### config.mk
export PLATFORM = sky130hd
export DESIGN_NAME = data_memory_stage
export DESIGN_NICKNAME = d
export VERILOG_FILES = /design/src/rtl/data_memory_stage.sv
export SDC_FILE = /design/constraint.sdc
export NUM_CORES = 2
export LEC_CHECK = 0
export CAP_MARGIN = 15
export CORE_MARGIN = 2
export CORE_UTILIZATION = 57
export DETAILED_ROUTE_END_ITERATION = 8
export GPL_TIMING_DRIVEN = 0
export HOLD_SLACK_MARGIN = 0.1
export PLACE_DENSITY_LB_ADDON = 0.25
export SYNTH_ARGS = -nofsm -noshare
export SYNTH_HDL_FRONTEND = slang
export SYNTH_SLANG_ARGS = --single-unit
### constraint.sdc
create_clock -name clk -period 2.7 [get_ports clk]
set_clock_uncertainty 0.05 [all_clocks]
set_input_delay 0.54 -clock clk [delete_from_list [all_inputs] [get_ports clk]]
set_output_delay 0.54 -clock clk [all_outputs]
set_load 0.02 [all_outputs]
### src/rtl/data_memory_stage.sv
// Memory-access stage: store/load on an internal data memory or ALU pass-through, registered result to write-back.
// Latency 1 cycle (pass-through/store), 2 cycles (load, stall_dm high meanwhile); optional DM_RESET_CLEAR_EN zeroes memory after reset.
module data_memory_stage #(
    parameter int DATA_W = 8,
    parameter int ADDR_W = 8,
    parameter int DEPTH  = 256
) (
    input  logic              clk,
    input  logic              reset,
    input  logic              valid_ex,
    input  logic [DATA_W-1:0] ans_ex,
    input  logic [ADDR_W-1:0] addr_ex,
    input  logic [DATA_W-1:0] data_in,
    input  logic              mem_en,
    input  logic              mem_rw,
    output logic              stall_dm,
    output logic [DATA_W-1:0] ans_dm,
    output logic              valid_dm
);

    localparam int IDX_W = (DEPTH > 1) ? $clog2(DEPTH) : 1;

    localparam logic [1:0] S_IDLE      = 2'd0;
    localparam logic [1:0] S_LOAD_WAIT = 2'd1;
`ifdef DM_RESET_CLEAR_EN
    localparam logic [1:0] S_CLEAR     = 2'd2;
    localparam logic [1:0] RST_STATE   = S_CLEAR;
    localparam logic       RST_STALL   = 1'b1;
`else
    localparam logic [1:0] RST_STATE   = S_IDLE;
    localparam logic       RST_STALL   = 1'b0;
`endif

    logic [DATA_W-1:0] mem [DEPTH];

    logic [1:0]        state_q, state_d;
    logic [DATA_W-1:0] ans_q, ans_d;
    logic              valid_q, valid_d;
    logic              stall_q, stall_d;
    logic [ADDR_W-1:0] addr_q, addr_d;
    logic              mem_we;
    logic [IDX_W-1:0]  mem_waddr;
    logic [DATA_W-1:0] mem_wdata;
`ifdef DM_RESET_CLEAR_EN
    logic [IDX_W-1:0]  clr_cnt_q, clr_cnt_d;
`endif

    // Addresses past DEPTH never touch memory; they only matter for non-power-of-two depths.
    function automatic logic in_range(input logic [ADDR_W-1:0] a);
        return 32'(a) < 32'(DEPTH);
    endfunction

    always_comb begin
        state_d   = state_q;
        ans_d     = ans_q;
        valid_d   = valid_q;
        stall_d   = stall_q;
        addr_d    = addr_q;
        mem_we    = 1'b0;
        mem_waddr = addr_ex[IDX_W-1:0];
        mem_wdata = data_in;
`ifdef DM_RESET_CLEAR_EN
        clr_cnt_d = clr_cnt_q;
`endif
        case (state_q)
            S_IDLE: begin
                if (!valid_ex) begin
                    ans_d   = '0;
                    valid_d = 1'b0;
                end else if (!mem_en || mem_rw) begin
                    mem_we  = mem_en && in_range(addr_ex);
                    ans_d   = ans_ex;
                    valid_d = 1'b1;
                end else begin
                    addr_d  = addr_ex;
                    state_d = S_LOAD_WAIT;
                    stall_d = 1'b1;
                    valid_d = 1'b0;
                end
            end
            S_LOAD_WAIT: begin
                ans_d   = in_range(addr_q) ? mem[addr_q[IDX_W-1:0]] : '0;
                valid_d = 1'b1;
                stall_d = 1'b0;
                state_d = S_IDLE;
            end
`ifdef DM_RESET_CLEAR_EN
            S_CLEAR: begin
                mem_we    = 1'b1;
                mem_waddr = clr_cnt_q;
                mem_wdata = '0;
                valid_d   = 1'b0;
                if (clr_cnt_q == IDX_W'(DEPTH - 1)) begin
                    clr_cnt_d = '0;
                    stall_d   = 1'b0;
                    state_d   = S_IDLE;
                end else begin
                    clr_cnt_d = clr_cnt_q + 1'b1;
                end
            end
`endif
            default: begin
                state_d = S_IDLE;
                stall_d = 1'b0;
                valid_d = 1'b0;
            end
        endcase
    end

    always_ff @(posedge clk or negedge reset) begin
        if (!reset) begin
            state_q   <= RST_STATE;
            ans_q     <= '0;
            valid_q   <= 1'b0;
            stall_q   <= RST_STALL;
            addr_q    <= '0;
`ifdef DM_RESET_CLEAR_EN
            clr_cnt_q <= '0;
`endif
        end else begin
            state_q   <= state_d;
            ans_q     <= ans_d;
            valid_q   <= valid_d;
            stall_q   <= stall_d;
            addr_q    <= addr_d;
`ifdef DM_RESET_CLEAR_EN
            clr_cnt_q <= clr_cnt_d;
`endif
        end
    end

    // Memory contents survive reset; only the optional sweep clears them.
    always_ff @(posedge clk) begin
        if (mem_we) begin
            mem[mem_waddr] <= mem_wdata;
        end
    end

    assign stall_dm = stall_q;
    assign ans_dm   = ans_q;
    assign valid_dm = valid_q;

endmodule

==> summary.txt <==
Status
  • Violations in the final reports: setup timing
  • Run status: finished with violations

STA
  • Worst Slack Setup Final: -1.05 ns
  • Fmax: 267 MHz
  • Setup repair after global routing missed its margin: yes
  • Min cycle time layout: 3.75 ns
  • Max-slew violation total from the final report: 0
  • Number of failing setup endpoints in the final timing report: 352
  • Count of endpoints failing hold in the final timing report: 0
  • Final period utilization: 139%
  • Worst relative slew slack: 20.2%
  • Hold slack: 0.169 ns
  • Transition time of the tightest slew-check pin: 1.20 ns

Power
  • Power density cells: 811 nW/um^2
  • Worst IR Drop VDD: 577 uV
  • LEAKAGE: 0.0297 uW

Yosys
  • Yosys Warn Count: 0
  • Number of storage elements in the synthesis netlist: 2,066
  • Commonest register cell after synthesis: edfxtp_1
  • Synthesized instance count: 3,698
  • Average footprint of a synthesized cell: 21.7 sq um
  • Top-area cell type share of the netlist area: 76.5%
  • Distinct cell type count of the synthesized netlist: 53
  • Sequential-to-total area share from yosys stat: 77.1%
  • Mapped Nets: 3,727
  • Ranking of synthesized cells by area: edfxtp_1 76%, mux4_2 14%, mux2i_1 2.4%, nor2_1 1.3%, o221ai_1 0.95%
  • Fraction of registers with async set or reset after synthesis: 0.871%
  • Cell taking the most area after synthesis: edfxtp_1
  • Post-synth EDFFs: 2,048
  • Syn Std Cell Area: 80,400 sq um

Finish
  • Fraction of layout cells with a size suffix above 1: 35.8%
  • Most used cells in the layout excluding fill and tap cells: 2,048 x edfxtp_1, 500 x mux4_2, 205 x clkbuf_16
  • Most common library cell in the layout ignoring fill and taps: edfxtp_1
  • Area added between synthesis and finish: 19.0%
  • Nets: 4,116
  • Cell area after layout: 95,700 sq um

Routing
  • Count of routing violations after the opening detailed-route iteration: 7,945
  • Wire length after detailed routing: 247,000 um
  • Number of detailed-routing iterations run before antenna repair: 7
  • Number of design rule violations left after detail routing: 0
  • Via/cell ratio: 7.10
  • Number of antenna-violating nets in the routed design: 0
  • Routed wire length per instance: 40.3 um
  • Total number of vias: 43,500

Critical path
  • CP startpoint kind: flop
  • Slowest cell on the critical path: o211ai_1
  • Number of buffers and inverters on the critical path: 5
  • Ordered list of cells on the worst path: buf_6, buf_6, buf_6, buf_8, buf_8, mux4_2, o211ai_1, o22ai_2, a31o_1
  • Worst EP arrival: 4.42 ns
  • Critical path's most frequent cell: buf_6
  • Worst Path Required: 3.37 ns
  • Crit path capture type: flop
  • Family of cells with the greatest summed delay on the critical path: compound AO/OA/AOI/OAI gates
  • Worst setup path category: flop to flop
  • Maximum fanout along the worst path: 10
  • Crit path largest cell delay: 0.87 ns

GRT
  • Maximum number of pins on one net before global-route repair: 179
  • Total routing resource utilization after global routing: 34.1%
  • Number of global-route vias before repair: 41,600
  • Initial antenna violation count: 9
  • First-pass GRT wire length: 335,000 um
  • Grt total ovfl: 0

Clock network
  • Root Buffer Master: clkbuf_16
  • Clock tree from TritonCTS: yes
  • Clock transition at the register clock pins on the worst setup and hold paths after CTS: 0.07 ns
  • Source-to-sink clock delay at the later pin of the worst-skew pair: 0.84 ns
  • Number of sinks driven by the clock tree: 2,066
  • Cts bufs inserted: 197
  • CTS H-Tree Depth: 4
  • Maximum clock insertion buffer count: 3

Floorplan
  • Num ports: 39
  • Initial core utilization: 57.5%
  • Area of the core: 140,000 sq um
  • Die width: 380 um
  • Std-Cell Rows: 137
  • Area enclosed by the die boundary: 144,000 sq um
  • Die H: 380 um

Min path
  • Path category of the worst min-delay check: primary input to flop

Place
  • HPWL after DPL: 155,000 um
  • Post-DP Area: 83,800 sq um
  • IO buf count: 38
  • GP Congestion: 1.00

Job
  • Maximum Capacitance Violations: 0
[report_power, final]
group	total (uW)	internal (uW)	switching [uW]
sequential	35300	35300	47.9
combinational	14700	5690	9000
clock	27500	15600	11900
total	77600	56600	21000
[flip-flops by register name, indices dropped and copies added, names as in the netlist]
signal and count:
addr_q 8, state_q 1, ans_dm 8, valid_dm 1, mem 2048
[layout make-up]
cell class	instances	area, sq um
antenna	5	12.5
clock buffer	249	5280
buffer	218	2520
timing repair buffer	191	2780
fill	8178	44000
clock inverter	112	1080
multi-input combinational	1411	19700
sequential	2066	62000
tap	1876	2350
inverter	2	7.51
[metal layers]
layer  global-route usage, %  share of wire (%)  vias to the layer above
li1                        -                  -                    16400
met1                    46.2                 34                    22600
met2                    48.8                 44                     3814
met3                    12.8                 16                      734
met4                    17.6                6.4                       12
met5                       0              0.058                        -
[timing repair]
item	CTS	global route
endpoints found under the hold margin	38	0
resized for setup	834	235
hold buffers	3	0
setup buffers	86	32
setup endpoints to repair	2060	1917
pin swaps	62	38
gates cloned	1	3
[kinds of logic (layout without fill, tap and decap cells)]
group	Yosys count	after routing	synth area share, %
DFF	2066	2066	77.1
muxes	704	704	16.7
AOI/OAI and AO/OA	238	238	2.21
other	0	5	0
and+or+nand+nor	469	469	2.49
buffers and inverters	221	772	1.57
[worst reg2reg max path, cell delays in order, from the launching register on]
cell and delay, ns:
dfrtp_1 0.45, buf_6 0.26, buf_6 0.28, buf_6 0.24
buf_8 0.28, buf_8 0.27, mux4_2 0.40, o211ai_1 0.87
o22ai_2 0.25, a31o_1 0.29
[cell usage after synthesis, drive strengths merged, types with 5 or more instances]
cell	number
a211oi	26
a21oi	26
a31o	5
a31oi	9
and2	5
buf	128
clkbuf	91
dfrtp	18
edfxtp	2048
mux2	9
mux2i	190
mux4	505
nand2	92
nand2b	8
nand3	17
nand4b	6
nor2	287
nor2b	16
nor3	9
nor4	13
o2111ai	5
o21ai	8
o221ai	87
o22ai	44
o31ai	5
[path summary, 6_finish.rpt]
check	end	cells past startpoint	slack, ns	from
hold reg to reg	addr_q[6]$_DFFE_PN0P_	1	0.49	addr_q[6]$_DFFE_PN0P_
setup / recovery	ans_dm[5]$_DFFE_PN0N_	9	-1.05	addr_q[2]$_DFFE_PN0P_
hold / removal	mem[151][5]$_DFFE_PP_	1	0.17	data_in[5]
max in group asynchronous	addr_q[0]$_DFFE_PN0P_	1	1.68	reset
min in group asynchronous	ans_dm[0]$_DFFE_PN0N_	1	0.21	reset
setup reg to reg	ans_dm[5]$_DFFE_PN0N_	9	-1.05	addr_q[2]$_DFFE_PN0P_
[stage by stage]
stage               setup slack (ns)  util, %  TNS (ns)  std cells  power (uW)
floorplan                     0.0180        -         0       3698       42800
global route                  -0.795     68.5    -18.83       6125       78700
CTS                           -0.716     67.5   -137.10       6088       76500
finish                         -1.05     68.5    -23.20       6130       77600
detailed placement             -2.47     60.0  -2443.64       5638       48300
global placement               -6.65     59.5         -       5612       48400
No activity file was read; power rests on OpenSTA's default activity.
